--- src/rtl/pmm_pkg.sv ---
// Shared types and constants for the pattern-match core.
// Optional build macro: PMM_WILDCARD_EN (pattern byte '.' matches any text byte).
package pmm_pkg;

    localparam int         MAX_PAT       = 8;
    localparam logic [7:0] WILDCARD_BYTE = 8'h2E;

    typedef enum logic [1:0] {
        OP_NOP   = 2'b00,
        OP_LOAD  = 2'b01,
        OP_TEXT  = 2'b10,
        OP_CLEAR = 2'b11
    } opcode_e;

    typedef enum logic {
        S_IDLE = 1'b0,
        S_SCAN = 1'b1
    } state_e;

    // Decoded request word.
    typedef struct packed {
        opcode_e    op;
        logic [3:0] n;
    } req_t;

    // Byte count 0 or anything above max_n means a full word.
    function automatic logic [3:0] clamp_count(input logic [3:0] c, input int max_n);
        return (c == 4'd0 || int'(c) > max_n) ? 4'(max_n) : c;
    endfunction

endpackage

--- src/rtl/pmm_byte_cmp.sv ---
// L-masked compare of the newest L history bytes against pattern bytes 0..L-1.
// History lane NUM_LANES-1 is the newest byte; lane k lines up with pattern
// byte k+L-NUM_LANES when that index is non-negative.
// Optional build macro: PMM_WILDCARD_EN.
module pmm_byte_cmp #(
    parameter int NUM_LANES = 8
) (
    input  logic [NUM_LANES-1:0][7:0] hist,
    input  logic [NUM_LANES-1:0][7:0] pat,
    input  logic [3:0]                len,
    output logic                      match
);
    import pmm_pkg::*;

    localparam int IW = $clog2(NUM_LANES);

    logic [NUM_LANES-1:0] lane_hit;

    function automatic logic byte_eq(input logic [7:0] h, input logic [7:0] p);
`ifdef PMM_WILDCARD_EN
        return (p == WILDCARD_BYTE) || (h == p);
`else
        return h == p;
`endif
    endfunction

    for (genvar k = 0; k < NUM_LANES; k++) begin : g_lane
        logic [4:0]    sum;
        logic [4:0]    off;
        logic [IW-1:0] pidx;
        assign sum      = 5'(k) + {1'b0, len};
        assign off      = sum - 5'(NUM_LANES);
        assign pidx     = off[IW-1:0];
        // Lanes older than the pattern window always pass.
        assign lane_hit[k] = (sum < 5'(NUM_LANES)) || byte_eq(hist[k], pat[pidx]);
    end

    assign match = (len != 4'd0) && (&lane_hit);

endmodule

--- src/rtl/pmm_core.sv ---
// Streaming byte pattern matcher: LOAD a pattern, feed TEXT words one byte
// per cycle into an 8-byte history, raise a sticky flag on a match.
// Optional build macro: PMM_WILDCARD_EN.
module pmm_core #(
    parameter int MAX_PAT = pmm_pkg::MAX_PAT
) (
    input  logic                 clk,
    input  logic                 rst_n,
    input  logic [MAX_PAT*8-1:0] INP_DATA,
    input  logic [15:0]          INP_CONTROL,
    input  logic                 DATA_VALID,
    output logic                 READY_STATUS,
    output logic                 ACCEPTED_STATUS
);
    import pmm_pkg::*;

    localparam int IW = $clog2(MAX_PAT);

    state_e                    state_q, state_nxt;
    logic                      ready_q;
    logic                      acc_q;
    logic [MAX_PAT-1:0][7:0]   pat_q, pat_nxt;
    logic [3:0]                len_q;
    logic [MAX_PAT-1:0][7:0]   hist_q, hist_nxt;
    logic [MAX_PAT-1:0][7:0]   text_q;
    logic [3:0]                cnt_q;
    logic [3:0]                idx_q;
    logic [MAX_PAT-1:0][7:0]   data_w;
    req_t                      req;
    logic                      xfer;
    logic                      last_byte;
    logic                      hit;
    logic                      unused_ctrl;

    assign data_w      = INP_DATA;
    assign req.op      = opcode_e'(INP_CONTROL[15:14]);
    assign req.n       = clamp_count(INP_CONTROL[3:0], MAX_PAT);
    assign unused_ctrl = ^INP_CONTROL[13:4];
    assign xfer        = DATA_VALID && ready_q;
    assign last_byte   = (idx_q == cnt_q - 4'd1);

    // History as it will look once the current scan byte shifts in.
    assign hist_nxt = {text_q[idx_q[IW-1:0]], hist_q[MAX_PAT-1:1]};

    pmm_byte_cmp #(.NUM_LANES(MAX_PAT)) u_cmp (
        .hist  (hist_nxt),
        .pat   (pat_q),
        .len   (len_q),
        .match (hit)
    );

    // Next-state decode and pattern masking for LOAD.
    always_comb begin
        state_nxt = state_q;
        pat_nxt   = '0;
        for (int j = 0; j < MAX_PAT; j++)
            pat_nxt[j] = (j < int'(req.n)) ? data_w[j] : 8'h00;
        case (state_q)
            S_IDLE:  if (xfer && req.op == OP_TEXT) state_nxt = S_SCAN;
            S_SCAN:  if (last_byte) state_nxt = S_IDLE;
            default: state_nxt = S_IDLE;
        endcase
    end

    // FSM state and registered ready flag.
    always_ff @(posedge clk) begin
        if (!rst_n) begin
            state_q <= S_IDLE;
            ready_q <= 1'b1;
        end else begin
            state_q <= state_nxt;
            ready_q <= (state_nxt == S_IDLE);
        end
    end

    // Pattern, history, scan counters and the sticky match flag.
    always_ff @(posedge clk) begin
        if (!rst_n) begin
            pat_q  <= '0;
            len_q  <= '0;
            hist_q <= '0;
            text_q <= '0;
            cnt_q  <= 4'd1;
            idx_q  <= '0;
            acc_q  <= 1'b0;
        end else begin
            case (state_q)
                S_IDLE: begin
                    if (xfer) begin
                        case (req.op)
                            OP_LOAD: begin
                                pat_q  <= pat_nxt;
                                len_q  <= req.n;
                                hist_q <= '0;
                                acc_q  <= 1'b0;
                            end
                            OP_CLEAR: begin
                                hist_q <= '0;
                                acc_q  <= 1'b0;
                            end
                            OP_TEXT: begin
                                text_q <= data_w;
                                cnt_q  <= req.n;
                                idx_q  <= '0;
                            end
                            default: ;
                        endcase
                    end
                end
                S_SCAN: begin
                    hist_q <= hist_nxt;
                    idx_q  <= idx_q + 4'd1;
                    if (hit) acc_q <= 1'b1;
                end
                default: ;
            endcase
        end
    end

    assign READY_STATUS    = ready_q;
    assign ACCEPTED_STATUS = acc_q;

endmodule

--- config.mk ---
export PLATFORM = sky130hd
export DESIGN_NAME = pmm_core
export DESIGN_NICKNAME = d
export VERILOG_FILES = /design/src/rtl/pmm_pkg.sv /design/src/rtl/pmm_byte_cmp.sv /design/src/rtl/pmm_core.sv
export SDC_FILE = /design/constraint.sdc
export NUM_CORES = 1
export LEC_CHECK = 0
export BUFFER_PORTS_ARGS = -buffer_cell sky130_fd_sc_hd__buf_2
export CORE_UTILIZATION = 60
export CTS_CLUSTER_SIZE = 8
export DETAILED_ROUTE_END_ITERATION = 12
export PLACE_DENSITY_LB_ADDON = 0.3
export SLEW_MARGIN = 20
export SYNTH_ARGS = -nofsm -noshare
export SYNTH_HDL_FRONTEND = slang
export SYNTH_SLANG_ARGS = --single-unit
--- constraint.sdc ---
create_clock -name clk -period 4.5 [get_ports clk]
set_input_delay 1.35 -clock clk [delete_from_list [all_inputs] [get_ports clk]]
set_output_delay 1.35 -clock clk [all_outputs]
set_load 0.02 [all_outputs]
==> results of run 1 <==
-- area by class of cell --
type / count / area share, %
Timing Repair Buffer: 102 / 4.34
Multi-Input combinational cell: 865 / 58.4
Inverter: 8 / 0.224
Tap cell: 270 / 2.52
Clock buffer: 17 / 3.17
Clock inverter: 15 / 1.68
Sequential cell: 199 / 29.7
-- flip-flops by register name, indices dropped and copies added, names as in the netlist --
signal,flops
ACCEPTED_STATUS,1
state_q,1
hist_nxt,56
text_q,64
pat_q,64
idx_q,4
len_q,4
READY_STATUS,1
cnt_q,4
-- metrics by stage --
stage | instance area (um^2) | hold WS, ps | setup slack (ps) | utilization [%] | instances
after floorplan | 12300 | 440 | 772 | - | 1171
after global placement | 12800 | 450 | 816 | 63.4 | 1444
after detailed placement | 12800 | 457 | 841 | 63.4 | 1444
after CTS | 13400 | 469 | 788 | 66.6 | 1476
after global routing | 13400 | 485 | 618 | 66.6 | 1476
final | 13400 | 465 | 756 | 66.6 | 1476
-- worst max-delay path: stages (launching register included) --
cell and delay [ps]:
dfxtp_4 350, inv_1 110, ha_1 270, xnor2_2 660, buf_4 300, mux4_2 300, mux2i_1 170, xnor2_1 100
nor4_1 430, a221oi_1 180, or4b_1 530, o31ai_2 230
-- metal layers --
layer	GRT usage, %	vias to the layer above
met2	50.2	508
met3	4.34	59
li1	-	4373
met4	11.4	0
met1	44.4	4722
met5	0	-
-- worst max-delay path by stage --
stage / endpoint / depth (start not counted)
finish: ACCEPTED_STATUS / 11
CTS: ACCEPTED_STATUS / 11
floorplan: ACCEPTED_STATUS / 15
global placement: ACCEPTED_STATUS / 9
detailed placement: ACCEPTED_STATUS / 11
global route: ACCEPTED_STATUS / 10
-- kinds of logic after synthesis --
| kind of cell | share of synthesized area [%] |
|---|---|
| buffers and inverters | 4.43 |
| adder cells (fa/ha/maj) | 1.02 |
| flip-flops | 32.3 |
| AO/OA/AOI/OAI | 13.5 |
| XOR/XNOR | 6.96 |
| AND/OR/NAND/NOR | 14.0 |
| multiplexers | 27.7 |
-- power by group --
part	switching (W)	internal (W)
Sequential	0.0000547	0.00180
Combinational	0.000256	0.000203
Clock	0.000829	0.000825
Total	0.00114	0.00283
-- cell usage after synthesis, drive strengths merged, types with 9 or more instances --
library cell / number / area, um^2
a21boi: 86 / 646
a22oi: 105 / 788
buf: 36 / 279
clkbuf: 63 / 236
dfxtp: 199 / 3980
ha: 10 / 125
mux2i: 43 / 430
mux4: 128 / 2910
nand2: 175 / 657
nand3: 14 / 70.1
nand4: 11 / 68.8
nor2: 18 / 67.6
nor2b: 108 / 676
nor3: 9 / 45.0
nor4: 10 / 75.1
xnor2: 70 / 613
xor2: 28 / 245
==> impl_metrics.json, run 1 <==
{
  "route.met2.wl_um": 15600,
  "gp_congestion": 1.02,
  "synth-seq-cells": 199,
  "cts_max_path_buffers": 2,
  "ctsHoldBuffers": 0,
  "leakage_nw": 4.61,
  "clock_latency_ps": 450,
  "via_count": 9662,
  "drt-initial-drc-count": 964,
  "period_needed_ps": 3740,
  "postCtsSetupBuffers": 0,
  "place_hpwl_um": 23100,
  "fin_nets": 1286,
  "ctsRootBufferMaster": "clkbuf_16",
  "rsz0062_at_grt": "false",
  "min_from": "text_q[55]",
  "die_y_um": 145,
  "required_ps": 4850,
  "hp-class": "reg2reg",
  "antennaDiodeCount": 0,
  "synth-main-ff-cell": "dfxtp_1",
  "finalCritPeriodShare_pct": 83.2,
  "die_w_um": 145,
  "worstMarginPinSlew_ps": 1050,
  "arrival_ps": 4100,
  "port-buffer-count": 74,
  "r2r_slack_ps": 760,
  "cts_tree": "done",
  "numCtsBuffers": 17,
  "yosys_warnings": 0,
  "syn_nets": 1264,
  "h-tree-depth": 4,
  "grt_overflow": 0,
  "drt_wl_total_um": 32800,
  "ys_seq_area_share_pct": 32.3,
  "ant_nets": 0,
  "die_area_um2": 21100,
  "dr_wl_met3_um": 2770,
  "start_util_pct": 61.1,
  "r2r_end": "ACCEPTED_STATUS",
  "area_growth_pct": 8.96,
  "grt_use_total_pct": 31.6,
  "synth-async-reset-ratio_pct": 0,
  "timing.rr.start": "len_q[1]",
  "antenna_found_initial": 0,
  "netlist_instances": 1171,
  "fmax_mhz": 267,
  "synth-edff-count": 0,
  "hold_path_end": "text_q[55]",
  "routed.top_layer": "met4",
  "viasPerCell": 6.55,
  "tns_ps": 0,
  "final_common_cell": "dfxtp_1",
  "synth.distinct_cells": 47,
  "fp-row-count": 52,
  "power_density_nw_per_um2": 295,
  "min_path_cells": 2,
  "synth_area_um2": 12300,
  "setup_viol_count_final": 0,
  "grt_max_degree": 113,
  "first_pass_iters": 5,
  "worst-path-max-fanout": 13,
  "power_w": 0.00397,
  "regArea_um2": 3990,
  "fillers": 1524,
  "drive_above_1_share_pct": 23.1,
  "layout_common_cells": "dfxtp_1, nand2_1, mux4_2",
  "grt_pass1_vias": 9084,
  "multiInputGateArea_um2": 7840,
  "final_hold_viol_count": 0,
  "criticalPathCategory": "reg2reg",
  "post_cts_resized": 0,
  "critPathLaunch": "len_q[1]",
  "setup.worst_path.start_class": "flop",
  "grt_pass1_wl_um": 51600,
  "wl_per_cell_um": 22.2,
  "cts.sinks": 199,
  "status": "complete, no violations",
  "finalMaxSlewViolations": 0,
  "maxCapViolations": 0,
  "core_region_area_um2": 20200,
  "clk_pin_slew_ps": 80,
  "clock_skew_ps": 10.8,
  "endpoint_kind": "flop",
  "wl_met1_um": 13500,
  "drc": 0,
  "vdd_drop_max_uv": 271,
  "io_pins": 85,
  "slew_headroom_pct": 30.3,
  "syn_area_per_cell_um2": 10.5,
  "r2r_cells": 11
}
Power figures use the tool's default switching activity.
==> run 2: changes to the inputs <==
--- a/config.mk
+++ b/config.mk
@@ -5,8 +5,9 @@
 export SDC_FILE = /design/constraint.sdc
 export NUM_CORES = 1
 export LEC_CHECK = 0
+export ABC_AREA = 1
 export BUFFER_PORTS_ARGS = -buffer_cell sky130_fd_sc_hd__buf_2
-export CORE_UTILIZATION = 60
+export CORE_UTILIZATION = 55
 export CTS_CLUSTER_SIZE = 8
 export DETAILED_ROUTE_END_ITERATION = 12
 export PLACE_DENSITY_LB_ADDON = 0.3
==> constraint.sdc (replaced) <==
create_clock -name clk -period 3.1 [get_ports clk]
set_input_delay 0.93 -clock clk [delete_from_list [all_inputs] [get_ports clk]]
set_output_delay 0.93 -clock clk [all_outputs]
set_load 0.02 [all_outputs]
==> run 2 against run 1 <==
Clock skew is 7.3 ps higher. Count of clock-buffer cells in the layout rose by 1. Highest routed layer unchanged. Worst setup slack got worse by 460 ps. Critical endpoint unchanged. Flip-flop and latch count did not move.
==> impl_metrics.json, run 2 <==
{
  "synth_top_cells_by_area": "dfxtp_1, nand2_1, nand3_1",
  "cts_max_path_buffers": 2,
  "hp-class": "reg2reg",
  "stdcell_area_um2": 12700,
  "grt_overflow": 0,
  "synth-edff-count": 0,
  "finalMaxSlewViolations": 0,
  "worstMarginPinSlew_ps": 853,
  "yosysTopAreaCell": "dfxtp_1",
  "status": "complete, no violations",
  "leakage_nw": 5.50,
  "gp_congestion": 0.941,
  "r2r_cells": 16,
  "period_needed_ps": 2800,
  "cts.sinks": 199,
  "netlist_instances": 1884,
  "drt-initial-drc-count": 1401,
  "grt.busiest_layer": "met2",
  "critPathLaunch": "len_q[1]",
  "clock_skew_ps": 18.0,
  "grt_pass1_wl_um": 60200,
  "criticalPathCategory": "reg2reg",
  "core_region_area_um2": 20400,
  "io_pins": 85,
  "layout_common_cells": "nand2_1, nand3_1, dfxtp_1",
  "worst-path-max-fanout": 32,
  "yosys_warnings": 0,
  "viasPerCell": 5.82,
  "die_w_um": 147,
  "slew_headroom_pct": 42.7,
  "start_util_pct": 56.6,
  "synth.distinct_cells": 32,
  "clock_latency_ps": 450,
  "port-buffer-count": 74,
  "final_common_cell": "nand2_1",
  "required_ps": 3490,
  "arrival_ps": 3190,
  "met2_usage_pct": 58.7,
  "syn_area_per_cell_um2": 6.14,
  "clk_pin_slew_ps": 90,
  "die_y_um": 147,
  "yosysTopAreaCellShare_pct": 34.4,
  "synth_commonest_cells": "nand2_1, nand3_1, dfxtp_1",
  "setup.worst_path.start_class": "flop",
  "use_met3_pct": 4.84,
  "fin_nets": 1980,
  "antennaDiodeCount": 0,
  "place_area_um2": 12100,
  "ctsRootBufferMaster": "clkbuf_16",
  "grt_use_total_pct": 35.8,
  "worstSetupEndpoint": "ACCEPTED_STATUS",
  "place_hpwl_um": 27800,
  "endpoint_kind": "flop",
  "final_hold_viol_count": 0,
  "grtUsageMet1_pct": 47.1,
  "area_growth_pct": 9.85,
  "fillers": 1944,
  "timing.rr.start": "len_q[1]",
  "r2r_end": "ACCEPTED_STATUS",
  "antenna_found_initial": 0,
  "yosysMostFrequentCell": "nand2_1",
  "multiInputGateArea_um2": 6620,
  "rsz0062_at_grt": "false",
  "r2r_slack_ps": 300,
  "grt_max_degree": 110,
  "first_pass_iters": 6,
  "drt_wl_total_um": 38000,
  "grt_pass1_vias": 11475,
  "hold_slack_ps": 456,
  "die_area_um2": 21600,
  "ant_nets": 0,
  "syn_nets": 1977,
  "synth_area_um2": 11600,
  "cts_tree": "done",
  "setup_viol_count_final": 0,
  "finalCritPeriodShare_pct": 90.4,
  "synth-main-ff-cell": "dfxtp_1",
  "fp-row-count": 52,
  "ctsHoldBuffers": 0,
  "ys_seq_area_share_pct": 34.4,
  "vdd_drop_max_uv": 401,
  "power_density_nw_per_um2": 507,
  "maxCapViolations": 0,
  "synth-async-reset-ratio_pct": 0,
  "via_count": 12626,
  "h-tree-depth": 4,
  "tns_ps": 0,
  "numCtsBuffers": 17,
  "drc": 0,
  "wl_per_cell_um": 17.5,
  "regArea_um2": 3990,
  "drive_above_1_share_pct": 8.47,
  "synth-seq-cells": 199,
  "fmax_mhz": 357
}
==> run 2: changes by cell type after synthesis, sizes merged, moves of 62 or more <==
cell,before,now
a21boi,86,0
a21oi,7,190
a22oi,105,0
inv,8,117
mux4,128,0
nand2,175,616
nand3,14,342
nor2,18,90
nor2b,108,0
o21ai,4,145
xnor2,70,8
==> run 2: worst min-delay path by stage <==
| stage | from | end | slack [ps] | cells past startpoint |
|---|---|---|---|---|
| final | text_q[55] | text_q[55] | 460 | 2 |
| after global routing | text_q[56] | text_q[56] | 470 | 2 |
| after CTS | text_q[52] | text_q[52] | 460 | 2 |
| after detailed placement | text_q[53] | text_q[53] | 440 | 2 |
| after global placement | text_q[7] | text_q[7] | 440 | 2 |
| after floorplan | text_q[10] | text_q[10] | 430 | 2 |
==> run 2: layout make-up <==
class / instances / share of cell area [%]
clock inverters: 14 / 1.49
clock buffers: 18 / 3.46
well taps: 270 / 2.66
inverters: 121 / 3.60
flip-flops and latches: 199 / 31.4
repair buffers: 104 / 5.34
multi-input cells: 1444 / 52.1
==> run 2: cells by family after synthesis <==
group                    count (synthesis)  share of synthesized area [%]
adder cells (fa/ha/maj)                 10                           1.08
AO/OA/AOI/OAI                          339                           14.9
buffers and inverters                  241                           8.45
flip-flops                             199                           34.4
XOR/XNOR                                13                           1.05
multiplexers                             1                         0.0973
AND/OR/NAND/NOR                       1081                           40.0
==> run 2: metal layers <==
metal | wire length (um) | up-vias
li1 | - | 6198
met1 | 16100 | 5797
met2 | 17400 | 535
met3 | 2830 | 96
met4 | 1670 | 0
met5 | 0 | -
==> run 2: worst max-delay path: stages (launching register included) <==
cell	delay [ps]
dfxtp_1	410
clkinvlp_4	200
ha_1	340
inv_1	80
buf_6	250
nand3_1	200
nand3_1	150
nand3b_1	80
nand2_1	140
nand3_1	80
nor2_1	190
nand2_1	130
nand2_1	70
nand2_1	50
nor2_1	110
nand3_1	130
a21oi_2	130
==> run 2: what timing repair did <==
action                                  CTS  global route
resized for setup                         0             3
endpoints found under the setup margin    0             1
buffers inserted                          0             0
==> run 2: through the flow <==
step	util (%)	cells	power, W	worst slack (ps)
finish	62.2	2170	0.00644	297
global route	62.2	2170	0.00670	2.90
CTS	62.2	2170	0.00641	266
detailed placement	59.1	2138	0.00409	329
global placement	59.1	2138	0.00407	348
floorplan	-	1884	0.00369	461
==> run 2: where the power goes <==
group          switching, W  total [W]  internal [W]
registers         0.0000800    0.00273       0.00265
clock network       0.00123    0.00236       0.00113
logic              0.000919    0.00135      0.000426
